[src/rtl/iob_ila_dma_sink.sv]
// iob_ila_dma_sink: receives DMA_TDATA_W-wide stream beats, buffers them in a
// small FIFO and writes each beat to memory as DMA_TDATA_W/DATA_W consecutive
// words through an IOb-native master port.
module iob_ila_dma_sink #(
  parameter int DATA_W       = 32,
  parameter int ADDR_W       = 32,
  parameter int DMA_TDATA_W  = 64,
  parameter int FIFO_DEPTH_W = 3
) (
  input  logic                   clk_i,
  input  logic                   arst_n_i,
  input  logic                   cke_i,
  input  logic                   start_i,
  input  logic [ADDR_W-1:0]      base_addr_i,
  input  logic [15:0]            n_beats_i,
  output logic                   busy_o,
  output logic                   done_o,
  output logic [15:0]            beats_done_o,
  input  logic [DMA_TDATA_W-1:0] tdata_i,
  input  logic                   tvalid_i,
  output logic                   tready_o,
  output logic                   iob_avalid_o,
  output logic [ADDR_W-1:0]      iob_addr_o,
  output logic [DATA_W-1:0]      iob_wdata_o,
  output logic [DATA_W/8-1:0]    iob_wstrb_o,
  input  logic                   iob_ready_i
);

  localparam int unsigned R     = DMA_TDATA_W / DATA_W;
  localparam int unsigned KW    = (R > 1) ? $clog2(R) : 1;
  localparam int unsigned DEPTH = 2 ** FIFO_DEPTH_W;
  localparam int unsigned BYTES = DATA_W / 8;

  localparam logic [KW-1:0]         K_LAST   = KW'(R - 1);
  localparam logic [FIFO_DEPTH_W:0] CNT_FULL = (FIFO_DEPTH_W + 1)'(DEPTH);

  typedef enum logic {
    IDLE = 1'b0,
    RUN  = 1'b1
  } state_t;

  state_t r_state;
  state_t w_state_nxt;

  logic [ADDR_W-1:0]       r_addr;
  logic [15:0]             r_n_beats;
  logic [15:0]             r_accepted;
  logic [15:0]             r_beats_done;
  logic [KW-1:0]           r_k;
  logic                    r_done;

  logic [DMA_TDATA_W-1:0]  r_mem [DEPTH];
  logic [FIFO_DEPTH_W-1:0] r_wptr;
  logic [FIFO_DEPTH_W-1:0] r_rptr;
  logic [FIFO_DEPTH_W:0]   r_count;

  logic                    w_full;
  logic                    w_empty;
  logic                    w_start_go;
  logic                    w_start_zero;
  logic                    w_push;
  logic                    w_wr_acc;
  logic                    w_k_last;
  logic                    w_pop;
  logic                    w_last;
  logic [DMA_TDATA_W-1:0]  w_head;
  logic [DATA_W-1:0]       w_word;

  assign w_full       = (r_count == CNT_FULL);
  assign w_empty      = (r_count == '0);
  assign w_start_go   = (r_state == IDLE) && start_i && (n_beats_i != 16'd0);
  assign w_start_zero = (r_state == IDLE) && start_i && (n_beats_i == 16'd0);
  assign w_push       = tvalid_i && tready_o;
  assign w_wr_acc     = iob_avalid_o && iob_ready_i;
  assign w_k_last     = (r_k == K_LAST);
  assign w_pop        = w_wr_acc && w_k_last;
  assign w_last       = w_pop && ((r_beats_done + 16'd1) == r_n_beats);
  assign w_head       = r_mem[r_rptr];

  assign done_o       = r_done;
  assign beats_done_o = r_beats_done;

  // State register
  always_ff @(posedge clk_i or negedge arst_n_i) begin
    if (!arst_n_i) begin
      r_state <= IDLE;
    end else if (cke_i) begin
      r_state <= w_state_nxt;
    end
  end

  // Next state and register-only handshake outputs
  always_comb begin
    w_state_nxt  = r_state;
    busy_o       = 1'b0;
    tready_o     = 1'b0;
    iob_avalid_o = 1'b0;
    unique case (r_state)
      IDLE: begin
        if (w_start_go) begin
          w_state_nxt = RUN;
        end
      end
      RUN: begin
        busy_o       = 1'b1;
        tready_o     = !w_full && (r_accepted < r_n_beats);
        iob_avalid_o = !w_empty;
        if (w_last) begin
          w_state_nxt = IDLE;
        end
      end
      default: w_state_nxt = IDLE;
    endcase
  end

  // Select the current word of the head beat, lowest slice first
  always_comb begin
    w_word = '0;
    for (int unsigned i = 0; i < R; i++) begin
      if (r_k == KW'(i)) begin
        w_word = w_head[i*DATA_W +: DATA_W];
      end
    end
  end

  // Bus request fields, forced to zero whenever no request is pending
  always_comb begin
    iob_addr_o  = '0;
    iob_wdata_o = '0;
    iob_wstrb_o = '0;
    if (iob_avalid_o) begin
      iob_addr_o  = r_addr;
      iob_wdata_o = w_word;
      iob_wstrb_o = '1;
    end
  end

  // Transfer bookkeeping: address, counters, word index and done pulse
  always_ff @(posedge clk_i or negedge arst_n_i) begin
    if (!arst_n_i) begin
      r_addr       <= '0;
      r_n_beats    <= '0;
      r_accepted   <= '0;
      r_beats_done <= '0;
      r_k          <= '0;
      r_done       <= 1'b0;
    end else if (cke_i) begin
      r_done <= w_start_zero || w_last;
      if (r_state == IDLE) begin
        // A zero-length start also clears the completed-beat count.
        if (start_i) begin
          r_beats_done <= '0;
          r_accepted   <= '0;
          r_k          <= '0;
        end
        if (w_start_go) begin
          r_addr    <= base_addr_i;
          r_n_beats <= n_beats_i;
        end
      end else begin
        if (w_push) begin
          r_accepted <= r_accepted + 16'd1;
        end
        if (w_wr_acc) begin
          r_addr <= r_addr + ADDR_W'(BYTES);
          if (w_k_last) begin
            r_k          <= '0;
            r_beats_done <= r_beats_done + 16'd1;
          end else begin
            r_k <= r_k + KW'(1);
          end
        end
      end
    end
  end

  // FIFO storage write
  always_ff @(posedge clk_i) begin
    if (cke_i && w_push) begin
      r_mem[r_wptr] <= tdata_i;
    end
  end

  // FIFO pointers and occupancy
  always_ff @(posedge clk_i or negedge arst_n_i) begin
    if (!arst_n_i) begin
      r_wptr  <= '0;
      r_rptr  <= '0;
      r_count <= '0;
    end else if (cke_i) begin
      if (w_push) begin
        r_wptr <= r_wptr + FIFO_DEPTH_W'(1);
      end
      if (w_pop) begin
        r_rptr <= r_rptr + FIFO_DEPTH_W'(1);
      end
      case ({w_push, w_pop})
        2'b10:   r_count <= r_count + (FIFO_DEPTH_W + 1)'(1);
        2'b01:   r_count <= r_count - (FIFO_DEPTH_W + 1)'(1);
        default: r_count <= r_count;
      endcase
    end
  end

endmodule

[config.mk]
export PLATFORM = sky130hd
export DESIGN_NAME = iob_ila_dma_sink
export DESIGN_NICKNAME = d
export VERILOG_FILES = /design/src/rtl/iob_ila_dma_sink.sv
export SDC_FILE = /design/constraint.sdc
export NUM_CORES = 1
export LEC_CHECK = 0
export CAP_MARGIN = 20
export CORE_ASPECT_RATIO = 2
export CORE_MARGIN = 10
export CORE_UTILIZATION = 55
export CTS_CLUSTER_SIZE = 12
export DETAILED_ROUTE_END_ITERATION = 8
export DONT_BUFFER_PORTS = 1
export PLACE_DENSITY = 0.7
export SLEW_MARGIN = 10
export SYNTH_ARGS = -nofsm -noshare
export SYNTH_HDL_FRONTEND = slang
export SYNTH_SLANG_ARGS = --single-unit
[constraint.sdc]
create_clock -name clk_i -period 10.3 [get_ports clk_i]
set_input_delay 2.06 -clock clk_i [delete_from_list [all_inputs] [get_ports clk_i]]
set_output_delay 2.06 -clock clk_i [all_outputs]
set_load 0.02 [all_outputs]
==> tab_implementation.tex <==
\begin{tabular}{lr}
\hline
Metric & Value \\
\hline
\multicolumn{2}{l}{\textbf{Run status}} \\
Status & completed \\
\multicolumn{2}{l}{\textbf{CTS}} \\
TritonCTS clock tree & done \\
Hold-fix buffers at CTS & 0 \\
Post-CTS repair timing setup buffer count & 0 \\
Clock transition at the registers of the reported paths & about 0.060 ns \\
CTS Buf Count & 57 \\
H-tree levels & 2 \\
Quantity of gates resized following cts & 0 \\
Library cell used as clock root buffer & clkbuf\_16 \\
Maximum clock insertion buffer count & 3 \\
Sinks on the clock net & 605 \\
Worst-skew pair later-pin latency & approximately 0.60 ns \\
\multicolumn{2}{l}{\textbf{Power and ir drop}} \\
Part of the total power dissipated in combinational logic & 26.8\% \\
Internal Power & between 4 and 5 mW \\
Sequential fraction of design power & 45.6\% \\
Worst-case vdd ir drop & roughly 0.19 mV \\
Psw & 2.03 mW \\
Clock power share & roughly 28\% \\
Power per cell area & 244 nW/µm² \\
Leakage Power & about 9 nW \\
Sw frac & 29.9\% \\
\multicolumn{2}{l}{\textbf{Cells and area}} \\
Post-layout utilization of the core & between 60\% and 70\% \\
Number of antenna diodes & 0 \\
Area delta synth->final & 8.76\% \\
Layout cell share with drive strength beyond 1 & 18.3\% \\
Layout Nets & around 1,600 \\
Final Non-Filler Cells & 2,127 \\
\multicolumn{2}{l}{\textbf{Synth}} \\
Proportion of synthesized chip area in sequential cells & roughly 70\% \\
Number of enable flip-flop cells after synthesis & 512 \\
Cell variety after synth & 71 \\
Total of warnings raised by yosys & 0 \\
Yosys top cell area share & 60.1\% \\
Mean area per synthesized cell & between 15 and 20 µm² \\
Library cell occupying the most area in the post-synthesis netlist & edfxtp\_1 \\
Synth area leaders & edfxtp\_1, mux4\_2, dfrtp\_1, nand2\_1, and2\_1 \\
Post-Synthesis Net Count & 1,623 \\
Seq cells post-synth & between 600 and 700 \\
Most frequently used flop master after synthesis & edfxtp\_1 \\
Number of cells produced by synthesis & 1,481 \\
Area of the mapped netlist & 25,600 µm² \\
Async set-or-reset flop fraction in the synthesized netlist & approximately 15\% \\
\multicolumn{2}{l}{\textbf{Global route}} \\
Number of global-route vias before repair & about 15,000 \\
GRT Total Usage & 20.5\% \\
GR Overflow Total & 0 \\
Pin count of the biggest net entering global routing & between 90 and 100 \\
Initial antenna violation count & 1 \\
Global-route wire length before repair & a little under 90,000 µm \\
\multicolumn{2}{l}{\textbf{Detailed routing}} \\
Via-to-Cell Ratio & between 6 and 7 \\
DRC Markers & 0 \\
DRT Wirelength & $\sim$57,000 µm \\
Via total after detailed routing & between 10,000 and 15,000 \\
Mean routed wirelength per cell & $\sim$27 µm \\
Met3 WL & $\sim$4200 µm \\
Post-Route M1 WL & $\sim$20,000 µm \\
Antenna-violating nets left & 0 \\
Routed length on met2 & just over 30,000 µm \\
Starting DRC count in detailed routing & $\sim$1,100 \\
Top layer reached by signal wires & met4 \\
DR pass1 iterations & 5 \\
\multicolumn{2}{l}{\textbf{STA}} \\
RSZ-0062 raised after global routing & false \\
Setup tns final & 0 ns \\
Achievable clock frequency & roughly 170 MHz \\
Final period utilization & between 50 and 60\% \\
Final worst clock skew & around 0.022 ns \\
Max Slew Vio Count & 0 \\
Fin crit period & a little under 6 ns \\
Slew margin rel. & a little over a quarter \\
Final hold violation count & 0 \\
Transition time at the pin with the least slew margin & 1.10 ns \\
Endpoints failing setup & 0 \\
\multicolumn{2}{l}{\textbf{Place}} \\
Routability congestion estimate from global placement & between 0.9 and 1 \\
Placed insts & just over 2,000 \\
Half-perimeter wire length after placement & 35,700 µm \\
Port bufs & 0 \\
\multicolumn{2}{l}{\textbf{Critical path}} \\
Required time reported for the critical path endpoint & a little over 8 ns \\
Worst reg-to-reg path cell count & 9 \\
Cell with the largest stage delay on the worst path & dfrtp\_4 \\
Worst-path cell chain & buf\_4, mux4\_2, mux4\_2, and2\_1 \\
Source of the worst register-to-register timing path & r\_accepted[9]\$\_DFFE\_PN0P\_ \\
WP buf/inv & 1 \\
Crit path kind & register to output pin \\
Critical path destination & iob\_wdata\_o[19] \\
Capture point of the worst reg-to-reg path & r\_mem[2][39]\$\_DFFE\_PP\_ \\
Startpoint kind of the worst setup timing path & register \\
Most numerous cell on the critical path & mux4\_2 \\
Arrival time at the worst endpoint & 3.81 ns \\
Setup slack of the most critical reg-to-reg path & around 6.3 ns \\
Worst setup path startpoint & r\_rptr[0]\$\_DFFE\_PN0P\_ \\
Number of cells on the critical path & 4 \\
Crit path max-delay family & multiplexers \\
Critical-path maximum fanout & 48 \\
Type of element capturing the critical path & output pin \\
Maximum single-stage delay on the critical path & approximately 0.90 ns \\
\multicolumn{2}{l}{\textbf{Floorplan}} \\
Rows & between 100 and 150 \\
Standard cell core area & roughly 46,000 µm² \\
I/O Pins & a little over 200 \\
Die ar. & 56,100 µm² \\
Horizontal die dimension & 173 µm \\
Die height & 325 µm \\
Starting density of the core & a little under three fifths \\
\multicolumn{2}{l}{\textbf{Min path}} \\
Worst hold start & r\_addr[1]\$\_DFFE\_PN0P\_ \\
Worst hold path type & register to register \\
\multicolumn{2}{l}{\textbf{Flow run}} \\
Count of maximum capacitance violations & 0 \\
\hline
\end{tabular}
-- flip-flops by register name, indices dropped and copies added (netlist names), 3 cells and up --
name / cells
r_count: 4
r_addr: 32
r_rptr: 3
r_n_beats: 16
r_accepted: 16
r_wptr: 3
beats_done_o: 16
r_mem: 512
-- power groups by stage --
stage | registers (mW) | clock network, mW | logic (mW)
finish | 3.09 | 1.87 | 1.82
global route | 3.12 | 2.01 | 1.96
CTS | 3.10 | 1.92 | 1.86
detailed placement | 3.15 | 0 | 1.85
global placement | 3.14 | 0 | 1.84
floorplan | 3.02 | 0 | 1.58
-- worst reg2reg max path: stages (launching register included) --
cell and delay, ns:
dfrtp_1 0.47, ha_1 0.33, a21o_1 0.16, a21o_1 0.17, a21oi_1 0.28, o22a_1 0.45
nand2_2 0.25, nor4b_4 0.30, buf_4 0.46, buf_4 0.66
-- cell type report --
class	instances	area, µm²
clock inverters	5	62.6
inverters	26	97.6
repair buffers	27	223
fillers	3306	18100
multi-input cells	765	7420
clock buffers	78	1540
well taps	621	777
flip-flops and latches	605	17700
-- cell usage after synthesis (all sizes together) (15+ instances only) --
master	n
nand2	120
nor2	42
inv	25
dfrtp	93
nor4	16
nand3	36
nand4	25
o21ai	60
clkbuf	31
edfxtp	512
and2	69
buf	54
mux4	160
xnor2	18
ha	23
a21oi	24
and3	15
-- cell usage in the layout, fill, tap and decap left out, drive strengths merged, types with 5 or more instances in the layout --
cell type / instances
a21o: 7
o211ai: 7
a31oi: 14
nand3: 36
edfxtp: 512
o21ai: 60
nor3: 14
nand4: 25
mux2i: 7
o311ai: 6
buf: 27
a221o: 8
nor4: 16
and3: 15
dfrtp: 93
nor2: 42
ha: 23
and4: 9
o31ai: 8
clkbuf: 78
and2: 69
xor2: 10
nand2: 120
a21oi: 24
xnor2: 18
o22ai: 6
inv: 25
mux4: 160
a32oi: 12
clkinv: 5
-- per-layer routing --
metal  global-route usage (%)  vias to the layer above
li1                         -                     5917
met3                     5.38                      110
met4                     7.41                        0
met2                     37.2                      469
met5                        0                        -
met1                     22.4                     7112
-- kinds of logic (layout without fill, tap and decap cells) --
group	after synthesis	in the layout	synth area share (%)
and+or+nand+nor	367	367	7.44
buffers and inverters	111	136	2.04
xor gates and xnor gates	28	28	0.958
muxes	168	168	14.4
adders and majority gates	24	24	1.20
DFF	605	605	69.2
AOI/OAI and AO/OA	178	178	4.78
-- worst min path at each step --
stage                     slack [ns]  cells after the start               endpoint
after floorplan                 0.44                      2  r_addr[0]$_DFFE_PN0P_
after global placement          0.45                      2  r_addr[0]$_DFFE_PN0P_
after detailed placement        0.45                      2  r_addr[1]$_DFFE_PN0P_
after CTS                       0.47                      2  r_addr[1]$_DFFE_PN0P_
after global routing            0.51                      2  r_addr[0]$_DFFE_PN0P_
final                           0.46                      2  r_addr[1]$_DFFE_PN0P_
-- stage by stage --
step	setup slack, ns	total power [mW]	hold slack, ns	instance area [µm²]
after CTS	4.26	6.88	0.470	27800
after detailed placement	4.92	5.00	0.454	26200
after floorplan	0.261	4.60	0.437	25600
after global placement	4.93	4.97	0.452	26200
after global routing	4.13	7.09	0.506	27800
final	4.43	6.78	0.465	27800
Note: power is estimated with default switching activity, not from simulation.
